**config.mk**
```make
export PLATFORM = sky130hd
export DESIGN_NAME = alu_flat
export DESIGN_NICKNAME = d
export VERILOG_FILES = /design/src/rtl/alu_if.sv /design/src/rtl/alu.sv /design/src/flat_wrapper.sv
export SDC_FILE = /design/constraint.sdc
export NUM_CORES = 1
export LEC_CHECK = 0
export CORE_ASPECT_RATIO = 1.25
export CORE_MARGIN = 1.5
export CORE_UTILIZATION = 44
export CTS_CLUSTER_SIZE = 8
export DETAILED_ROUTE_END_ITERATION = 8
export PLACE_DENSITY = 0.72
export SLEW_MARGIN = 40
export SYNTH_ARGS = -nofsm -noshare
export SYNTH_HDL_FRONTEND = slang
export SYNTH_SLANG_ARGS = --single-unit
```
**constraint.sdc**
```tcl
create_clock -name clk -period 0.8 [get_ports clk]
set_clock_uncertainty 0.2 [all_clocks]
set_input_delay 0.08 -clock clk [delete_from_list [all_inputs] [get_ports clk]]
set_output_delay 0.08 -clock clk [all_outputs]
set_load 0.03 [all_outputs]
```
**src/rtl/alu_if.sv**
```systemverilog
// Operand/result bundle between the divider control and its ALU datapath.
interface alu_if;
   logic [31:0] src1;
   logic [31:0] src2;
   logic [5:0]  funct;
   logic [31:0] result;
   logic        carry;

   modport master (output src1, output src2, output funct, input result, input carry);
   modport slave  (input src1, input src2, input funct, output result, output carry);
endinterface

```
**src/rtl/alu.sv**
```systemverilog
// Registered 32-bit unsigned ALU for the complete divider; carry doubles as SUB borrow.
// Optional shifter (SLL/SRL) is compiled in when ALU_SHIFT_EN is defined.
module alu (
   input  logic clk,
   input  logic rst_n,
   alu_if.slave bus
);

   localparam logic [5:0] FUNCT_ADD  = 6'b001001;
   localparam logic [5:0] FUNCT_SUB  = 6'b001010;
   localparam logic [5:0] FUNCT_AND  = 6'b100100;
   localparam logic [5:0] FUNCT_OR   = 6'b100101;
   localparam logic [5:0] FUNCT_SLTU = 6'b101010;
`ifdef ALU_SHIFT_EN
   localparam logic [5:0] FUNCT_SLL  = 6'b000000;
   localparam logic [5:0] FUNCT_SRL  = 6'b000010;
`endif

   logic [31:0] next_result;
   logic        next_carry;

   // NOTE: every always_comb output gets a default first so no path can infer a latch.
   always_comb begin
      next_result = '0;
      next_carry  = 1'b0;
      case (bus.funct)
         FUNCT_ADD:  {next_carry, next_result} = {1'b0, bus.src1} + {1'b0, bus.src2};
         // Bit 32 of the 33-bit difference is set exactly when src1 < src2.
         FUNCT_SUB:  {next_carry, next_result} = {1'b0, bus.src1} - {1'b0, bus.src2};
         FUNCT_AND:  next_result = bus.src1 & bus.src2;
         FUNCT_OR:   next_result = bus.src1 | bus.src2;
         FUNCT_SLTU: next_result = {31'b0, bus.src1 < bus.src2};
`ifdef ALU_SHIFT_EN
         FUNCT_SLL:  next_result = bus.src1 << bus.src2[4:0];
         FUNCT_SRL:  next_result = bus.src1 >> bus.src2[4:0];
`endif
         default: begin
            next_result = '0;
            next_carry  = 1'b0;
         end
      endcase
   end

   // NOTE: sequential state uses non-blocking assignments so all flops update together.
   always_ff @(posedge clk or negedge rst_n) begin
      if (!rst_n) begin
         bus.result <= '0;
         bus.carry  <= 1'b0;
      end else begin
         bus.result <= next_result;
         bus.carry  <= next_carry;
      end
   end

endmodule

```
**src/flat_wrapper.sv**
```systemverilog
// flat-port wrapper written by rule: the top's interface ports become plain ports
module alu_flat 
  (clk, rst_n, bus_src1, bus_src2, bus_funct, bus_result, bus_carry);
  alu_if bus_i ();
  input  logic clk;
  input  logic rst_n;
  input wire logic [$bits(bus_i.src1)-1:0] bus_src1;
  input wire logic [$bits(bus_i.src2)-1:0] bus_src2;
  input wire logic [$bits(bus_i.funct)-1:0] bus_funct;
  output wire logic [$bits(bus_i.result)-1:0] bus_result;
  output wire logic [$bits(bus_i.carry)-1:0] bus_carry;
  assign bus_i.src1 = bus_src1;
  assign bus_i.src2 = bus_src2;
  assign bus_i.funct = bus_funct;
  assign bus_result = bus_i.result;
  assign bus_carry = bus_i.carry;
  alu u_core (.clk(clk), .rst_n(rst_n), .bus(bus_i));
endmodule
```
==> results of run 1 <==
[per-layer routing]
| layer | track usage [%] | overflow |
|---|---|---|
| met5 | 10.53 | 1 |
| met1 | 71.26 | 2 |
| met3 | 52.98 | 1 |
| met4 | 81.74 | 42 |
| met2 | 94.05 | 52 |
[synthesized netlist by cell type, drive strengths merged, types with 3 or more instances]
cell type / instances / share of area (%)
a211oi: 15 / 2.0
inv: 97 / 6.3
or2: 3 / 0.32
buf: 15 / 1.3
nor4: 6 / 0.65
a21oi: 64 / 5.9
nand2: 52 / 3.4
mux2i: 4 / 0.69
nand2b: 7 / 0.76
nor3b: 4 / 0.52
a221oi: 15 / 2.3
nand3: 12 / 1.0
ha: 98 / 21
a211o: 3 / 0.45
o221a: 4 / 0.78
nor2b: 10 / 1.1
o211ai: 10 / 1.3
a22oi: 3 / 0.39
o31ai: 11 / 1.4
nand4: 4 / 0.43
o41ai: 4 / 0.61
clkbuf: 31 / 2.0
nor3: 10 / 0.87
a31oi: 10 / 1.2
nor2: 70 / 4.5
a221o: 6 / 1.0
o21a: 5 / 0.65
o221ai: 3 / 0.56
a21boi: 3 / 0.39
o21ai: 68 / 6.0
o22ai: 33 / 3.6
a31o: 5 / 0.76
o21bai: 19 / 2.5
o31a: 4 / 0.61
and3: 5 / 0.54
a21o: 18 / 2.3
o311ai: 3 / 0.45
dfrtp: 33 / 14
[timing repair]
action	CTS
endpoints found under the setup margin	66
gates cloned	3
hold endpoints to repair	23
gates resized for setup	418
pin swaps	122
buffers inserted	56
[cell families after synthesis]
family | Yosys count | share of synthesized area, %
buffers and inverters | 143 | 9.660
DFF | 33 | 14.29
adders and majority gates | 100 | 21.92
and+or+nand+nor | 192 | 15.36
muxes | 4 | 0.6931
AOI/OAI and AO/OA | 323 | 38.08
[stage by stage]
step	setup TNS, ns	area [sq um]	worst slack, ns	cells
4_1_cts	-58.09	11180	-1.876	1385
3_5_place_dp	-76.82	9399	-2.673	1322
3_3_place_gp	-73.69	9399	-2.567	1322
2_1_floorplan	-42.16	6187	-1.671	795
==> impl_metrics.yaml, run 1 <==
synthesis:
  synthFlopType: "dfrtp_1"
  synth_seq_area_share_pct: 14.29
  synth_nets: 967
  synth_warnings: 0
  synthCells: 795
  synth_edf_count: 0
  netlist_area_sq_mm: 0.005777
  ys_ff_latch: 33
  syn_avg_cell_area_sq_um: 7.266
  synthDistinctLibCells: 70
  ys_async_sr_fraction_pct: 100.0
cts:
  cts.sinks: 33
  cts_buffers: 5
  cts_buffer_depth: 2
  cts-root-buf: "clkbuf_16"
  cts_max_level: 2
status:
  status: "stopped before the end"
  stop_error: "[ERROR GRT-0232] Routing congestion too high. Check the congestion heatmap in the GUI."
  failed_stage: "global routing (5_1_grt)"
sta:
  grt-worst-endpoint: "u_core.bus.result[22]$_DFF_PN0_/D"
  worst-ep-kind: "sequential cell input"
global_routing:
  grt.overflow.total: 98
  grt_usage_pct: 73.71
  grt_max_degree: 29
floorplanning:
  io_pins: 105
  row_count: 46
  die_h_um: 131.1
  die_x_um: 105.5
  start_util_pct: 45.21
placed_design:
  gp_congestion: 0.9778
  hpwl_um: 19730
  numPortBuffers: 104
==> run 2, diff against run 1 <==
--- a/config.mk
+++ b/config.mk
@@ -5,12 +5,10 @@
 export SDC_FILE = /design/constraint.sdc
 export NUM_CORES = 1
 export LEC_CHECK = 0
-export CORE_ASPECT_RATIO = 1.25
 export CORE_MARGIN = 1.5
-export CORE_UTILIZATION = 44
-export CTS_CLUSTER_SIZE = 8
+export CORE_UTILIZATION = 29
 export DETAILED_ROUTE_END_ITERATION = 8
-export PLACE_DENSITY = 0.72
+export PLACE_DENSITY_LB_ADDON = 0.15
 export SLEW_MARGIN = 40
 export SYNTH_ARGS = -nofsm -noshare
 export SYNTH_HDL_FRONTEND = slang
==> impl_metrics.yaml, run 2 <==
worst_hold_path:
  whs_endpoint: "u_core.bus.result[9]"
  min-delay-start: "bus_src1[9]"
  worstHoldPathCells: 6
  hp-class: "input pin to flop"
status:
  violations: "setup timing"
  status: "complete, but fails checks"
floorplanning:
  start_util_pct: 29.58
  dieArea_sq_mm: 0.02078
  die_x_um: 144.1
  io_pins: 105
  core-area_sq_mm: 0.01953
  die_h_um: 144.1
  row_count: 51
sta:
  timing.final.ws_setup_ns: -1.826
  min_period_ns: 2.626
  hold_violations: 0
  rsz0062_at_grt: "true"
  period_share_pct: 328.3
  max_freq_mhz: 380.8
  tightest_slew_ns: 0.6854
  relSlewSlack_pct: 53.72
  setup_viol: 66
  drv_slew: 0
placed_design:
  hpwl_um: 18560
  place_ws_ns: -2.617
  place_inst: 1429
  gp_congestion: 0.9286
  numPortBuffers: 104
power_and_ir_drop:
  clockPowerShare_pct: 16.9
  p_int_uw: 7258
  peakVddDrop_uv: 774.0
  powerDensity_mw_per_mm2: 1014
  p_sw_share_pct: 41.18
  combinationalPowerShare_pct: 67.2
  p_switching_uw: 5081
  p_seq_share_pct: 15.9
  p_leak_uw: 0.005669
route:
  remaining_drc_errors: 0
  drt_first_pass_iters: 5
  wire_per_inst_um: 17.26
  drt-vias-per-instance: 5.184
  first_iter_violations: 476
  ant_nets: 0
  vias: 7843
  routed_wl_um: 26110
global_routing:
  grt_pass1_wl_um: 38710
  antenna_found_initial: 0
  grt_usage_pct: 23.72
  grt.overflow.total: 0
  grt_pass1_vias: 7543
  grt_max_degree: 34
synthesis:
  synthCells: 795
  syn_avg_cell_area_sq_um: 7.266
  ys_ff_latch: 33
  ys_top_cells_by_count: "ha_1 (98), inv_1 (96), nor2_1 (70)"
  ys_async_sr_fraction_pct: 100.0
  yosys-top-cells-area: "ha_1 (21%), dfrtp_1 (14%), inv_1 (6.2%)"
  synth_top_area_share_pct: 21.23
  synth_edf_count: 0
  synth_nets: 967
  synth_seq_area_share_pct: 14.29
  synthDistinctLibCells: 70
  synth_warnings: 0
  synthFlopType: "dfrtp_1"
  yosysMostFrequentCell: "ha_1"
  yosysTopAreaCell: "ha_1"
  netlist_area_sq_mm: 0.005777
layout:
  area_growth_pct: 110.6
  drive_gt1_share_pct: 58.25
  largest_registers: "u_core.bus.result x32, u_core.bus.carry x1"
  final_cell_mix: "buf_4 (324), buf_6 (75), nor2_1 (54), ha_1 (53), inv_2 (52)"
  fillers: 1684
  multi_input_area_sq_mm: 0.006065
  final_common_cell: "buf_4"
  post-route-util_pct: 62.31
  layout.nets: 1419
  largest_reg_flops: 32
  instances_no_fill: 1513
  seqCellArea_sq_um: 825.8
  diodes: 0
  registers.top_by_ff_count: "u_core.bus.result"
cts:
  cts-root-buf: "clkbuf_16"
  cts_buffers: 5
  cts.sinks: 33
  cts_max_level: 2
  cts_buffer_depth: 2
  tritoncts: "built"
  clkTransAtPathRegs_ns: 0.06
job:
  maxCapViolCount: 0
critical_path:
  cp.required_ns: 0.84
  end_kind: "flop"
  cp_data_arrival_time_ns: 2.67
  worstSetupStartpointType: "input pin"
  cp_common_cell: "buf_6"
  cp_max_fo: 3
  slowest_delay_ns: 0.33
  crit_slowest_cell: "o211ai_1"
  criticalPathCategory: "input pin to flop"
  worstPathCellList: "buf_6, buf_6, ha_4, inv_2, fa_2, nor2b_4, o21ai_2, a311oi_2, nor2_1, o211ai_1, a31oi_2, nor3_2, buf_4, mux2i_1, a21o_1"
[run 2: stage by stage]
stage	TNS (ns)	instance area (sq um)	hold slack, ns	total power, uW
6_report	-57.59	12170	0.04839	12340
5_1_grt	-60.71	12170	0.07372	12960
4_1_cts	-58.86	11320	0.08559	11450
3_5_place_dp	-72.58	9741	-0.1348	8204
3_3_place_gp	-72.44	9741	-0.1274	8190
2_1_floorplan	-42.16	6187	-0.4156	4933
[run 2: final cells by class]
cell class	instances	share of cell area, %
multi-input cells	619	49.85
clock inverters	2	0.08227
repair buffers	491	36.19
flip-flops and latches	33	6.787
inverters	97	3.311
well taps	265	2.725
clock buffers	6	1.059
[run 2: power by group through the flow]
stage          Sequential [uW]  Clock (uW)  Combinational, uW
3_3_place_gp              1970           0               6220
2_1_floorplan             2270           0               2670
3_5_place_dp              1970           0               6240
5_1_grt                   1970        2160               8830
4_1_cts                   1960        2120               7370
6_report                  1960        2080               8300
[run 2: worst max path at each step]
stage | slack, ns | from | depth (start not counted) | to
finish | -1.83 | bus_src2[0] | 15 | u_core.bus.result[30]
global route | -1.95 | bus_src1[0] | 16 | u_core.bus.result[30]
CTS | -1.85 | bus_src1[0] | 16 | u_core.bus.carry
detailed placement | -2.62 | bus_src2[1] | 13 | u_core.bus.result[31]
global placement | -2.69 | bus_src2[1] | 13 | u_core.bus.result[31]
floorplan | -1.67 | bus_src1[9] | 12 | u_core.bus.result[25]
[run 2: timing repair]
item,4_1_cts,5_1_grt
gates resized for setup,379,175
endpoints found under the setup margin,66,66
hold buffers,1,0
pin swaps,118,120
gates cloned,1,1
hold endpoints to repair,33,0
setup buffers,52,42
[run 2: per-layer routing]
layer,wire length [um],track usage [%]
met5,0,0
met4,507,5.423
met3,1444,3.444
met2,12650,40.75
met1,11510,31.28
[run 2: worst max-delay path: cells and delay by family]
kind | cells | cell delay, ns
buffers and inverters | 4 | 0.43
AO/OA/AOI/OAI | 5 | 1.07
adder cells (fa/ha/maj) | 2 | 0.36
AND/OR/NAND/NOR | 3 | 0.55
multiplexers | 1 | 0.18
[run 2: kinds of logic (layout without fill, tap and decap cells)]
| kind of cell | after synthesis | in the layout | synth area share (%) |
|---|---|---|---|
| mux | 4 | 4 | 0.6931 |
| buf+inv | 143 | 596 | 9.660 |
| compound gates | 323 | 323 | 38.08 |
| simple gates | 192 | 192 | 15.36 |
| fa+ha+maj | 100 | 100 | 21.92 |
| flops | 33 | 33 | 14.29 |
Note: power is estimated with default switching activity, not from simulation.
